[src/rtl/hid_key_sequencer.sv]
// Periodic HID keystroke source: application FIFO keys take priority,
// otherwise an increment-wrap or ping-pong generator supplies the key.
module hid_key_sequencer #(
    parameter int unsigned       CLK_HZ      = 60000000,
    parameter int unsigned       INTERVAL_MS = 2000,
    parameter int unsigned       KEY_W       = 16,
    parameter logic [KEY_W-1:0]  KEY_FIRST   = KEY_W'(16'h0004),
    parameter logic [KEY_W-1:0]  KEY_LAST    = KEY_W'(16'h0027),
    parameter bit                MODE        = 1'b0,
    parameter int unsigned       FIFO_DEPTH  = 8
) (
    input  logic                              clk,
    input  logic                              rstn,
    input  logic                              enable,
    input  logic                              auto_en,
    input  logic [KEY_W-1:0]                  in_key,
    input  logic                              in_valid,
    output logic                              in_ready,
    output logic [KEY_W-1:0]                  key_value,
    output logic                              key_request,
    output logic [$clog2(FIFO_DEPTH+1)-1:0]   fifo_level
);

    localparam int unsigned PERIOD = CLK_HZ / 1000 * INTERVAL_MS;
    localparam int unsigned CNT_W  = (PERIOD > 1) ? $clog2(PERIOD) : 1;
    localparam int unsigned PTR_W  = $clog2(FIFO_DEPTH);
    localparam int unsigned LVL_W  = $clog2(FIFO_DEPTH + 1);

    if (PERIOD < 2) begin : g_bad_period
        $error("hid_key_sequencer: PERIOD must be at least 2 cycles");
    end
    if (FIFO_DEPTH < 2 || (FIFO_DEPTH & (FIFO_DEPTH - 1)) != 0) begin : g_bad_depth
        $error("hid_key_sequencer: FIFO_DEPTH must be a power of 2 and >= 2");
    end
    if (KEY_LAST < KEY_FIRST) begin : g_bad_range
        $error("hid_key_sequencer: KEY_LAST must not be below KEY_FIRST");
    end

    logic [CNT_W-1:0] cnt_q, cnt_d;
    logic             tick;

    logic [KEY_W-1:0] mem_q [FIFO_DEPTH];
    logic [KEY_W-1:0] mem_d [FIFO_DEPTH];
    logic [PTR_W-1:0] wr_q, wr_d;
    logic [PTR_W-1:0] rd_q, rd_d;
    logic [LVL_W-1:0] count_q, count_d;
    logic             full;
    logic             empty;
    logic             push;
    logic             pop;

    logic [KEY_W-1:0] gen_q, gen_d;
    logic             dir_q, dir_d;
    logic             gen_use;

    logic [KEY_W-1:0] key_val_q, key_val_d;
    logic             key_req_q, key_req_d;

    // Interval counter: wraps at PERIOD-1 and raises tick on that cycle.
    always_comb begin
        cnt_d = cnt_q;
        tick  = 1'b0;
        if (!enable) begin
            cnt_d = '0;
        end else if (cnt_q == CNT_W'(PERIOD - 1)) begin
            tick  = 1'b1;
            cnt_d = '0;
        end else begin
            cnt_d = cnt_q + CNT_W'(1);
        end
    end

    assign full     = (count_q == LVL_W'(FIFO_DEPTH));
    assign empty    = (count_q == '0);
    assign in_ready = !full && rstn;
    assign push     = in_valid && in_ready;
    // Emptiness comes from the registered level, so a key pushed on the
    // tick cycle itself is only visible to the following tick.
    assign pop      = tick && !empty;
    assign gen_use  = tick && empty && auto_en;

    // FIFO pointer, level and storage update.
    always_comb begin
        mem_d   = mem_q;
        wr_d    = wr_q;
        rd_d    = rd_q;
        count_d = count_q;
        if (push) begin
            mem_d[wr_q] = in_key;
            wr_d        = wr_q + PTR_W'(1);
        end
        if (pop) begin
            rd_d = rd_q + PTR_W'(1);
        end
        case ({push, pop})
            2'b10:   count_d = count_q + LVL_W'(1);
            2'b01:   count_d = count_q - LVL_W'(1);
            default: count_d = count_q;
        endcase
    end

    // Generator step, taken only when the generator supplies the key.
    always_comb begin
        gen_d = gen_q;
        dir_d = dir_q;
        if (gen_use && (KEY_FIRST != KEY_LAST)) begin
            if (!MODE) begin
                if (gen_q == KEY_LAST) begin
                    gen_d = KEY_FIRST;
                end else begin
                    gen_d = gen_q + KEY_W'(1);
                end
            end else if (!dir_q) begin
                if (gen_q == KEY_LAST) begin
                    dir_d = 1'b1;
                    gen_d = gen_q - KEY_W'(1);
                end else begin
                    gen_d = gen_q + KEY_W'(1);
                end
            end else begin
                if (gen_q == KEY_FIRST) begin
                    dir_d = 1'b0;
                    gen_d = gen_q + KEY_W'(1);
                end else begin
                    gen_d = gen_q - KEY_W'(1);
                end
            end
        end
    end

    // Emission select: FIFO head first, generator second, else hold.
    always_comb begin
        key_val_d = key_val_q;
        key_req_d = 1'b0;
        unique case (1'b1)
            pop: begin
                key_val_d = mem_q[rd_q];
                key_req_d = 1'b1;
            end
            gen_use: begin
                key_val_d = gen_q;
                key_req_d = 1'b1;
            end
            default: begin
                key_val_d = key_val_q;
                key_req_d = 1'b0;
            end
        endcase
    end

    // Control state registers with synchronous active-low reset.
    always_ff @(posedge clk) begin
        if (!rstn) begin
            cnt_q     <= '0;
            wr_q      <= '0;
            rd_q      <= '0;
            count_q   <= '0;
            gen_q     <= KEY_FIRST;
            dir_q     <= 1'b0;
            key_val_q <= '0;
            key_req_q <= 1'b0;
        end else begin
            cnt_q     <= cnt_d;
            wr_q      <= wr_d;
            rd_q      <= rd_d;
            count_q   <= count_d;
            gen_q     <= gen_d;
            dir_q     <= dir_d;
            key_val_q <= key_val_d;
            key_req_q <= key_req_d;
        end
    end

    // Queue storage; contents are don't-care once the pointers reset.
    always_ff @(posedge clk) begin
        mem_q <= mem_d;
    end

    assign key_value   = key_val_q;
    assign key_request = key_req_q;
    assign fifo_level  = count_q;

endmodule

[config.mk]
export PLATFORM = sky130hd
export DESIGN_NAME = hid_key_sequencer
export DESIGN_NICKNAME = d
export VERILOG_FILES = /design/src/rtl/hid_key_sequencer.sv
export SDC_FILE = /design/constraint.sdc
export NUM_CORES = 1
export LEC_CHECK = 0
export ABC_AREA = 1
export BUFFER_PORTS_ARGS = -buffer_cell sky130_fd_sc_hd__buf_2
export CORE_MARGIN = 2
export CORE_UTILIZATION = 45
export DETAILED_ROUTE_END_ITERATION = 10
export HOLD_SLACK_MARGIN = 0.06
export PLACE_DENSITY_LB_ADDON = 0.05
export SYNTH_ARGS = -nofsm -noshare
export SYNTH_HDL_FRONTEND = slang
export SYNTH_SLANG_ARGS = --single-unit
[constraint.sdc]
create_clock -name clk -period 4.5 [get_ports clk]
set_clock_uncertainty 0.2 [all_clocks]
set_input_delay 0.9 -clock clk [delete_from_list [all_inputs] [get_ports clk]]
set_output_delay 0.9 -clock clk [all_outputs]
set_load 0.02 [all_outputs]
==> flow_metrics.env, run 1 <==
export IMPL_status="complete, no violations"
export IMPL_synthArstFlopShare_pct=0
export IMPL_grt_pass1_wl_mm=33.51
export IMPL_use_met2_pct=33.30
export IMPL_wl_per_cell_um=15.91
export IMPL_r2r_setup_slack_ns=1.60
export IMPL_grt_pass1_vias=6273
export IMPL_p_total_mw=3.603
export IMPL_antenna_found_initial=0
export IMPL_crit_type="reg2reg"
export IMPL_num_antenna_cells=0
export IMPL_synthTopCellsByCount="194 x nor2_1, 164 x nand2_1, 128 x edfxtp_1, 88 x o21ai_0, 72 x inv_1"
export IMPL_cts_tree="yes"
export IMPL_syn_nets=1035
export IMPL_cts_inserted_buffers=17
export IMPL_via_per_inst=5.066
export IMPL_ys_seq_elements=198
export IMPL_synth_top_area_share_pct=42.10
export IMPL_maxClockFrequency_mhz=344.7
export IMPL_timing_rr_start="cnt_q[0]$_SDFF_PP0_"
export IMPL_area_growth_synth_to_final_pct=11.32
export IMPL_cp_startpoint="cnt_q[0]$_SDFF_PP0_"
export IMPL_setup_viol=0
export IMPL_period_share_pct=64.47
export IMPL_maxCapViolCount=0
export IMPL_synth_seq_area_share_pct=57.45
export IMPL_period_minus_slack_ns=2.901
export IMPL_grt_setup_unrepaired="no"
export IMPL_core_um2=20100
export IMPL_syn_avg_cell_area_um2=9.067
export IMPL_setup_tns_final_ns=0
export IMPL_postRouteAntennaNets=0
export IMPL_netlist_top_cells_area="edfxtp_1 42%, dfxtp_1 15%, nor2_1 8.0%"
export IMPL_final_layout_size_suffix_gt1_share_pct=14.19
export IMPL_yosysWarnings=0
export IMPL_clkTransAtPathRegs_ns=0.07
export IMPL_grtUsageTotal_pct=20.10
export IMPL_port_buffers=42
export IMPL_place_area_um2=9560
export IMPL_synth_cells=1007
export IMPL_die_h_um=146.4
export IMPL_ctsResizeCount=0
export IMPL_start_kind="flip-flop"
export IMPL_setup_slack_ns=1.599
export IMPL_clockRootBuffer="clkbuf_16"
export IMPL_row_count=52
export IMPL_final_nets=1065
export IMPL_cts_sinks=198
export IMPL_power_density_nw_per_um2=354.6
export IMPL_detail_route_iter0_violations=351
export IMPL_grt_use_met1_pct=27.78
export IMPL_drtPass1Iterations=4
export IMPL_drc=0
export IMPL_arrival_ns=3.03
export IMPL_final_cell_count_no_fill=1320
export IMPL_postLayoutCoreUtil_pct=50.55
export IMPL_dpl_hpwl_mm=13.89
export IMPL_grt_use_met3_pct=3.562
export IMPL_place_inst=1288
export IMPL_synthDistinctLibCells=39
export IMPL_via_count=6687
export IMPL_rr_endpoint="fifo_level[2]$_SDFFE_PN0P_"
export IMPL_routabilityCongestion=0.8237
export IMPL_slew_violations=0
export IMPL_cp_max_fo=20
export IMPL_yosysMostFrequentCell="nor2_1"
export IMPL_io_pins=43
export IMPL_grt_overflow=0
export IMPL_postCtsSetupRepairBufs=0
export IMPL_clockBufferDepth=2
export IMPL_irDropWorstVdd_uv=237.9
export IMPL_crit_required_ns=4.62
export IMPL_synthFlopType="edfxtp_1"
export IMPL_reg2reg_depth=14
export IMPL_slew_headroom_pct=42.47
export IMPL_post_place_ws_ns=1.310
export IMPL_postCtsHoldBufs=0
export IMPL_synth_edff_count=128
export IMPL_start_util_pct=45.41
export IMPL_whs_ns=0.2726
export IMPL_hp_class="reg2reg"
export IMPL_busiest_layer="met2"
export IMPL_die_x_um=146.4
export IMPL_power_leakage_nw=3.654
export IMPL_final_area_um2=10160
export IMPL_endpoint="fifo_level[2]$_SDFFE_PN0P_"
export IMPL_worstMarginPinSlew_ns=0.8618
export IMPL_clk_latency_ns=0.43
export IMPL_endpoint_kind="flip-flop"
export IMPL_die_area_um2=21440
export IMPL_grt_max_degree=66
export IMPL_synth_largest_area_cell="edfxtp_1"
export IMPL_min_from="cnt_q[26]$_SDFF_PP0_"
export IMPL_drt_wl_total_mm=21.01
export IMPL_cts_htree_levels=4
export IMPL_hold_violations=0
export IMPL_syn_area_um2=9130
-- cells by family (layout without fill, tap and decap cells) --
| group | Yosys count | after routing | synth area share [%] |
|---|---|---|---|
| buffers and inverters | 122 | 165 | 5.797 |
| AOI/OAI and AO/OA | 162 | 162 | 9.196 |
| xor gates and xnor gates | 19 | 19 | 1.823 |
| DFF | 198 | 198 | 57.45 |
| and+or+nand+nor | 499 | 499 | 24.78 |
| adders and majority gates | 7 | 7 | 0.9593 |
-- registers in the layout, summed over array words and instances (netlist names) --
name / flops
key_request: 1
mem_q: 128
fifo_level: 4
gen_q: 16
cnt_q: 27
key_value: 16
rd_q: 3
wr_q: 3
-- worst min path at each step --
stage | end | depth (start not counted)
after global placement | cnt_q[26]$_SDFF_PP0_ | 2
after detailed placement | key_value[12]$_SDFFE_PN0P_ | 2
final | cnt_q[26]$_SDFF_PP0_ | 2
after global routing | cnt_q[26]$_SDFF_PP0_ | 2
after floorplan | cnt_q[0]$_SDFF_PP0_ | 1
after CTS | cnt_q[26]$_SDFF_PP0_ | 2
-- layout make-up --
class / instances / area (um^2)
clock buffers: 17 / 425.4
clock inverters: 15 / 177.7
fillers: 1877 / 9941
inverters: 78 / 292.8
multi-input cells: 687 / 3376
flip-flops and latches: 198 / 5246
well taps: 270 / 337.8
repair buffers: 55 / 307.8
-- power breakdown --
group | internal [mW] | total, mW | switching [mW]
Clock | 0.800 | 1.54 | 0.742
Combinational | 0.0259 | 0.107 | 0.0811
Sequential | 1.95 | 1.95 | 0.00751
-- layout by cell type, fill, tap and decap left out, types with 3 or more instances in the layout --
cell type  count
clkbuf_16     17
inv_2          7
nand2_2        8
clkinv_4       4
o21ai_0       88
nand4_1       30
o22ai_1       12
edfxtp_1     128
ha_1           7
o211ai_1       3
xnor2_1        3
o21ai_1       10
nor2_2        27
a21oi_1       46
buf_2         42
dfxtp_1       69
nor2_4         5
inv_1         71
nand3_1       49
nor3b_1        3
nand2_1      164
inv_8          5
xor2_1        16
or2_2          6
nor2_1       186
buf_4         13
nor3_1        10
-- worst max-delay path: stages, from the launching register on --
cell	delay, ns
dfxtp_1	0.39
ha_1	0.18
nand2_1	0.07
nor2_2	0.16
nand2_2	0.14
nor2_4	0.17
nand3_4	0.11
nor2_8	0.28
ha_1	0.28
xor2_1	0.25
ha_1	0.19
a21oi_1	0.05
xnor2_1	0.13
o21ai_0	0.14
inv_1	0.05
-- layer usage --
metal / routed length [um] / up-vias / part of all wire [%]
met4: 213 / 0 / 1.0
met3: 814 / 14 / 3.9
li1: - / 3444 / -
met2: 10030 / 115 / 48
met5: 0 / - / 0
met1: 9950 / 3114 / 47
No activity file was read; power rests on OpenSTA's default activity.
==> inputs of run 2 (changes only) <==
- clock period: 4.5 -> 2.4 ns (I/O delays scaled with it)
==> flow_metrics.env, run 2 (synthesis gave the netlist of run 1 again) <==
export IMPL_status="complete, no violations"
export IMPL_irDropWorstVdd_uv=439.9
export IMPL_final_nets=1110
export IMPL_hold_violations=0
export IMPL_arrival_ns=2.43
export IMPL_via_count=7006
export IMPL_core_um2=20100
export IMPL_grt_max_degree=66
export IMPL_mostFrequentLayoutCells="185 x nor2_1, 162 x nand2_1, 128 x edfxtp_1"
export IMPL_io_pins=43
export IMPL_die_x_um=146.4
export IMPL_cts_sinks=198
export IMPL_start_util_pct=45.41
export IMPL_crit_required_ns=2.53
export IMPL_cp_startpoint="cnt_q[1]$_SDFF_PP0_"
export IMPL_timing_rr_start="cnt_q[1]$_SDFF_PP0_"
export IMPL_postLayoutCoreUtil_pct=53.12
export IMPL_endpoint_kind="flip-flop"
export IMPL_whs_ns=0.1073
export IMPL_drc=0
export IMPL_row_count=52
export IMPL_reg_largest_list="mem_q x128, cnt_q x27"
export IMPL_clockBufferDepth=2
export IMPL_top_register="mem_q"
export IMPL_power_density_nw_per_um2=634.5
export IMPL_reg2reg_depth=14
export IMPL_grtUsageTotal_pct=21.22
export IMPL_routabilityCongestion=0.8474
export IMPL_drtPass1Iterations=7
export IMPL_setup_tns_final_ns=0
export IMPL_clockRootBuffer="clkbuf_16"
export IMPL_cts_htree_levels=4
export IMPL_dpl_hpwl_mm=14.64
export IMPL_port_buffers=42
export IMPL_slew_headroom_pct=54.55
export IMPL_clk_latency_ns=0.44
export IMPL_final_layout_size_suffix_gt1_share_pct=18.90
export IMPL_die_h_um=146.4
export IMPL_period_share_pct=96.04
export IMPL_grt_pass1_wl_mm=35.59
export IMPL_crit_type="reg2reg"
export IMPL_endpoint="fifo_level[2]$_SDFFE_PN0P_"
export IMPL_area_growth_synth_to_final_pct=16.98
export IMPL_wl_per_cell_um=16.16
export IMPL_maxCapViolCount=0
export IMPL_num_antenna_cells=0
export IMPL_postRouteAntennaNets=0
export IMPL_hp_class="in2reg"
export IMPL_grt_overflow=0
export IMPL_rr_endpoint="fifo_level[2]$_SDFFE_PN0P_"
export IMPL_p_total_mw=6.776
export IMPL_start_kind="flip-flop"
export IMPL_r2r_setup_slack_ns=0.1
export IMPL_die_area_um2=21440
export IMPL_power_leakage_nw=3.949
export IMPL_final_common_cell="nor2_1"
export IMPL_grt_pass1_vias=6666
export IMPL_worstMarginPinSlew_ns=0.6809
export IMPL_cts_inserted_buffers=17
export IMPL_largest_reg_flops=128
export IMPL_grt_setup_unrepaired="yes"
export IMPL_cp_max_fo=3
export IMPL_antenna_found_initial=0
export IMPL_maxClockFrequency_mhz=433.8
export IMPL_detail_route_iter0_violations=596
export IMPL_cts_tree="yes"
export IMPL_drt_wl_total_mm=22.06
export IMPL_setup_viol=0
export IMPL_via_per_inst=5.133
export IMPL_period_minus_slack_ns=2.305
export IMPL_clkTransAtPathRegs_ns=0.07
export IMPL_slew_violations=0
==> run 2: cell count changes in the layout (fill, tap and decap cells not counted), moves of 3 or more <==
cell	change
inv_2	+3
buf_4	+37
nor2_2	-3
ha_1	-3
buf_12	+7
nor2_4	+4
inv_1	-3
==> run 2: final cells by class <==
type | count | area, um^2
fillers | 1860 | 9424
flip-flops and latches | 198 | 5249
multi-input cells | 687 | 3477
repair buffers | 100 | 737.0
clock buffers | 18 | 429.2
well taps | 270 | 337.8
inverters | 78 | 292.8
clock inverters | 14 | 157.7
==> run 2: how the worst min path moves through the flow <==
stage	startpoint	endpoint	slack, ns	depth (start not counted)
6_report	in_key[15]	mem_q[111]$_DFFE_PP_	0.11	1
5_1_grt	in_key[5]	mem_q[53]$_DFFE_PP_	0.11	1
4_1_cts	in_key[15]	mem_q[31]$_DFFE_PP_	0.09	1
3_5_place_dp	cnt_q[26]$_SDFF_PP0_	cnt_q[26]$_SDFF_PP0_	0.27	2
3_3_place_gp	cnt_q[26]$_SDFF_PP0_	cnt_q[26]$_SDFF_PP0_	0.26	2
2_1_floorplan	cnt_q[26]$_SDFF_PP0_	cnt_q[26]$_SDFF_PP0_	0.24	2
==> run 2: metrics by stage <==
stage	area, um^2	setup WS (ns)	std cells
2_1_floorplan	9225	-0.09786	1007
3_3_place_gp	10020	0.1036	1328
3_5_place_dp	10020	0.05885	1328
4_1_cts	10610	0.05821	1360
5_1_grt	10680	-0.05439	1365
6_report	10680	0.09503	1365
==> run 2: critical path, cell delays in order (launching register included) <==
cell	delay [ns]
dfxtp_2	0.35
ha_4	0.15
nand2_4	0.05
nor2_4	0.13
nand2_4	0.07
nor2_4	0.15
nand3_4	0.11
nor2_8	0.12
ha_4	0.19
xor2_4	0.17
ha_2	0.19
a21oi_2	0.03
xnor2_1	0.12
o21ai_1	0.12
inv_1	0.04
==> run 2: power by group <==
group,switching [mW],internal [mW],total (mW)
Clock,1.39,1.49,2.88
Sequential,0.0115,3.65,3.66
Combinational,0.165,0.0713,0.236
==> run 2: timing repair <==
action	4_1_cts	5_1_grt
hold buffers	0	0
buffers inserted	0	5
gates resized for setup	0	9
setup endpoints to repair	0	3
==> run 2: routing by layer <==
metal	vias up	GRT usage [%]	share of wire (%)
li1	3531	-	-
met1	3315	29.93	48
met2	143	34.25	47
met3	17	3.625	4.1
met4	0	5.485	1.0
met5	-	0	0
==> inputs of run 3 (changes only) <==
- CTS_CLUSTER_DIAMETER: unset -> 40
- PLACE_DENSITY_LB_ADDON: 0.05 -> unset
==> flow_metrics.env, run 3 (synthesis gave the netlist of run 1 again) <==
export IMPL_status="complete, no violations"
export IMPL_mostFrequentLayoutCells="185 x nor2_1, 161 x nand2_1, 128 x edfxtp_1"
export IMPL_cts_sinks=198
export IMPL_cts_tree="yes"
export IMPL_reg_largest_list="mem_q x128, cnt_q x27"
export IMPL_clockRootBuffer="clkbuf_16"
export IMPL_die_h_um=146.4
export IMPL_detail_route_iter0_violations=480
export IMPL_crit_type="reg2reg"
export IMPL_setup_tns_final_ns=0
export IMPL_hp_class="in2reg"
export IMPL_core_um2=20100
export IMPL_n_fill_cell=1845
export IMPL_slew_violations=0
export IMPL_worstMarginPinSlew_ns=0.5968
export IMPL_routabilityCongestion=0.8772
export IMPL_slew_headroom_pct=60.17
export IMPL_dpl_hpwl_mm=15.20
export IMPL_arrival_ns=2.43
export IMPL_via_count=7106
export IMPL_port_buffers=42
export IMPL_clk_latency_ns=0.44
export IMPL_power_leakage_nw=3.991
export IMPL_area_growth_synth_to_final_pct=18.41
export IMPL_grtUsageTotal_pct=21.35
export IMPL_largest_reg_flops=128
export IMPL_grt_setup_unrepaired="yes"
export IMPL_grt_pass1_vias=6872
export IMPL_die_area_um2=21440
export IMPL_postLayoutCoreUtil_pct=53.77
export IMPL_grt_overflow=0
export IMPL_clkTransAtPathRegs_ns=0.08
export IMPL_antenna_found_initial=0
export IMPL_die_x_um=146.4
export IMPL_cts_inserted_buffers=17
export IMPL_power_density_nw_per_um2=635.1
export IMPL_drt_wl_total_mm=22.02
export IMPL_postRouteAntennaNets=0
export IMPL_top_register="mem_q"
export IMPL_period_minus_slack_ns=2.297
export IMPL_period_share_pct=95.69
export IMPL_start_util_pct=45.41
export IMPL_endpoint_kind="flip-flop"
export IMPL_setup_viol=0
export IMPL_start_kind="flip-flop"
export IMPL_maxClockFrequency_mhz=435.4
export IMPL_drtPass1Iterations=8
export IMPL_final_nets=1116
export IMPL_ff_latch_area_um2=5251
export IMPL_hold_violations=0
export IMPL_io_pins=43
export IMPL_wl_per_cell_um=16.06
export IMPL_maxCapViolCount=0
export IMPL_cts_htree_levels=4
export IMPL_final_common_cell="nor2_1"
export IMPL_grt_max_degree=66
export IMPL_grt_pass1_wl_mm=35.79
export IMPL_row_count=52
export IMPL_final_layout_size_suffix_gt1_share_pct=19.53
export IMPL_irDropWorstVdd_uv=461.5
export IMPL_cp_max_fo=3
export IMPL_num_antenna_cells=0
export IMPL_drc=0
export IMPL_crit_required_ns=2.53
export IMPL_via_per_inst=5.183
export IMPL_clockBufferDepth=2
export IMPL_multi_input_area_um2=3503
run 3: final timing paths:
| path | end | from | slack (ns) | depth (start not counted) |
|---|---|---|---|---|
| min reg2reg | cnt_q[26]$_SDFF_PP0_ | cnt_q[26]$_SDFF_PP0_ | 0.27 | 2 |
| max | fifo_level[2]$_SDFFE_PN0P_ | cnt_q[13]$_SDFF_PP0_ | 0.10 | 14 |
| min | mem_q[65]$_DFFE_PP_ | in_key[1] | 0.11 | 1 |
| max reg2reg | fifo_level[2]$_SDFFE_PN0P_ | cnt_q[13]$_SDFF_PP0_ | 0.10 | 14 |
run 3: routing by layer:
layer  global-route usage (%)  vias up  routed length, um  part of all wire [%]
li1                         -     3540                  -                     -
met1                    29.44     3363              10410                    47
met2                    34.67      176              10280                    47
met3                    4.281       27               1026                   4.7
met4                    5.680        0                294                   1.3
met5                        0        -                  0                     0
run 3: power breakdown:
part / switching [mW] / total, mW / internal, mW
clock network: 1.44 / 2.96 / 1.52
registers: 0.0110 / 3.66 / 3.65
logic: 0.172 / 0.245 / 0.0737
total: 1.62 / 6.87 / 5.24
run 3: metrics by stage:
step                total power [mW]  setup slack (ns)  hold WS [ns]  std cells  instance area [um^2]
floorplan                      3.860          -0.09786        0.2440       1007                  9225
global placement               3.982           0.09363        0.2596       1333                 10090
detailed placement             3.984           0.05762        0.2657       1333                 10090
CTS                            6.927           0.03791       0.09568       1365                 10710
global route                   7.086          -0.04298        0.1099       1371                 10810
finish                         6.865            0.1033        0.1083       1371                 10810
run 3: critical path, cell delays in order (launching register included):
cell	delay [ns]
dfxtp_2	0.33
inv_1	0.08
nand2_2	0.10
nor2_4	0.13
nand2_2	0.09
nor2_4	0.14
nand3_4	0.11
nor2_8	0.12
ha_4	0.21
xor2_4	0.17
ha_2	0.20
a21oi_2	0.04
xnor2_1	0.12
o21ai_1	0.11
inv_1	0.04
run 3: what timing repair did:
item	CTS	global route
hold buffers	0	0
setup buffers	0	6
resized for setup	0	13
setup endpoints to repair	0	3
run 3: area by class of cell:
cell class / instances / area share [%]
clock inverters: 15 / 1.817
multi-input cells: 687 / 32.41
repair buffers: 106 / 7.431
flip-flops and latches: 198 / 48.58
inverters: 78 / 2.708
clock buffers: 17 / 3.935
well taps: 270 / 3.125
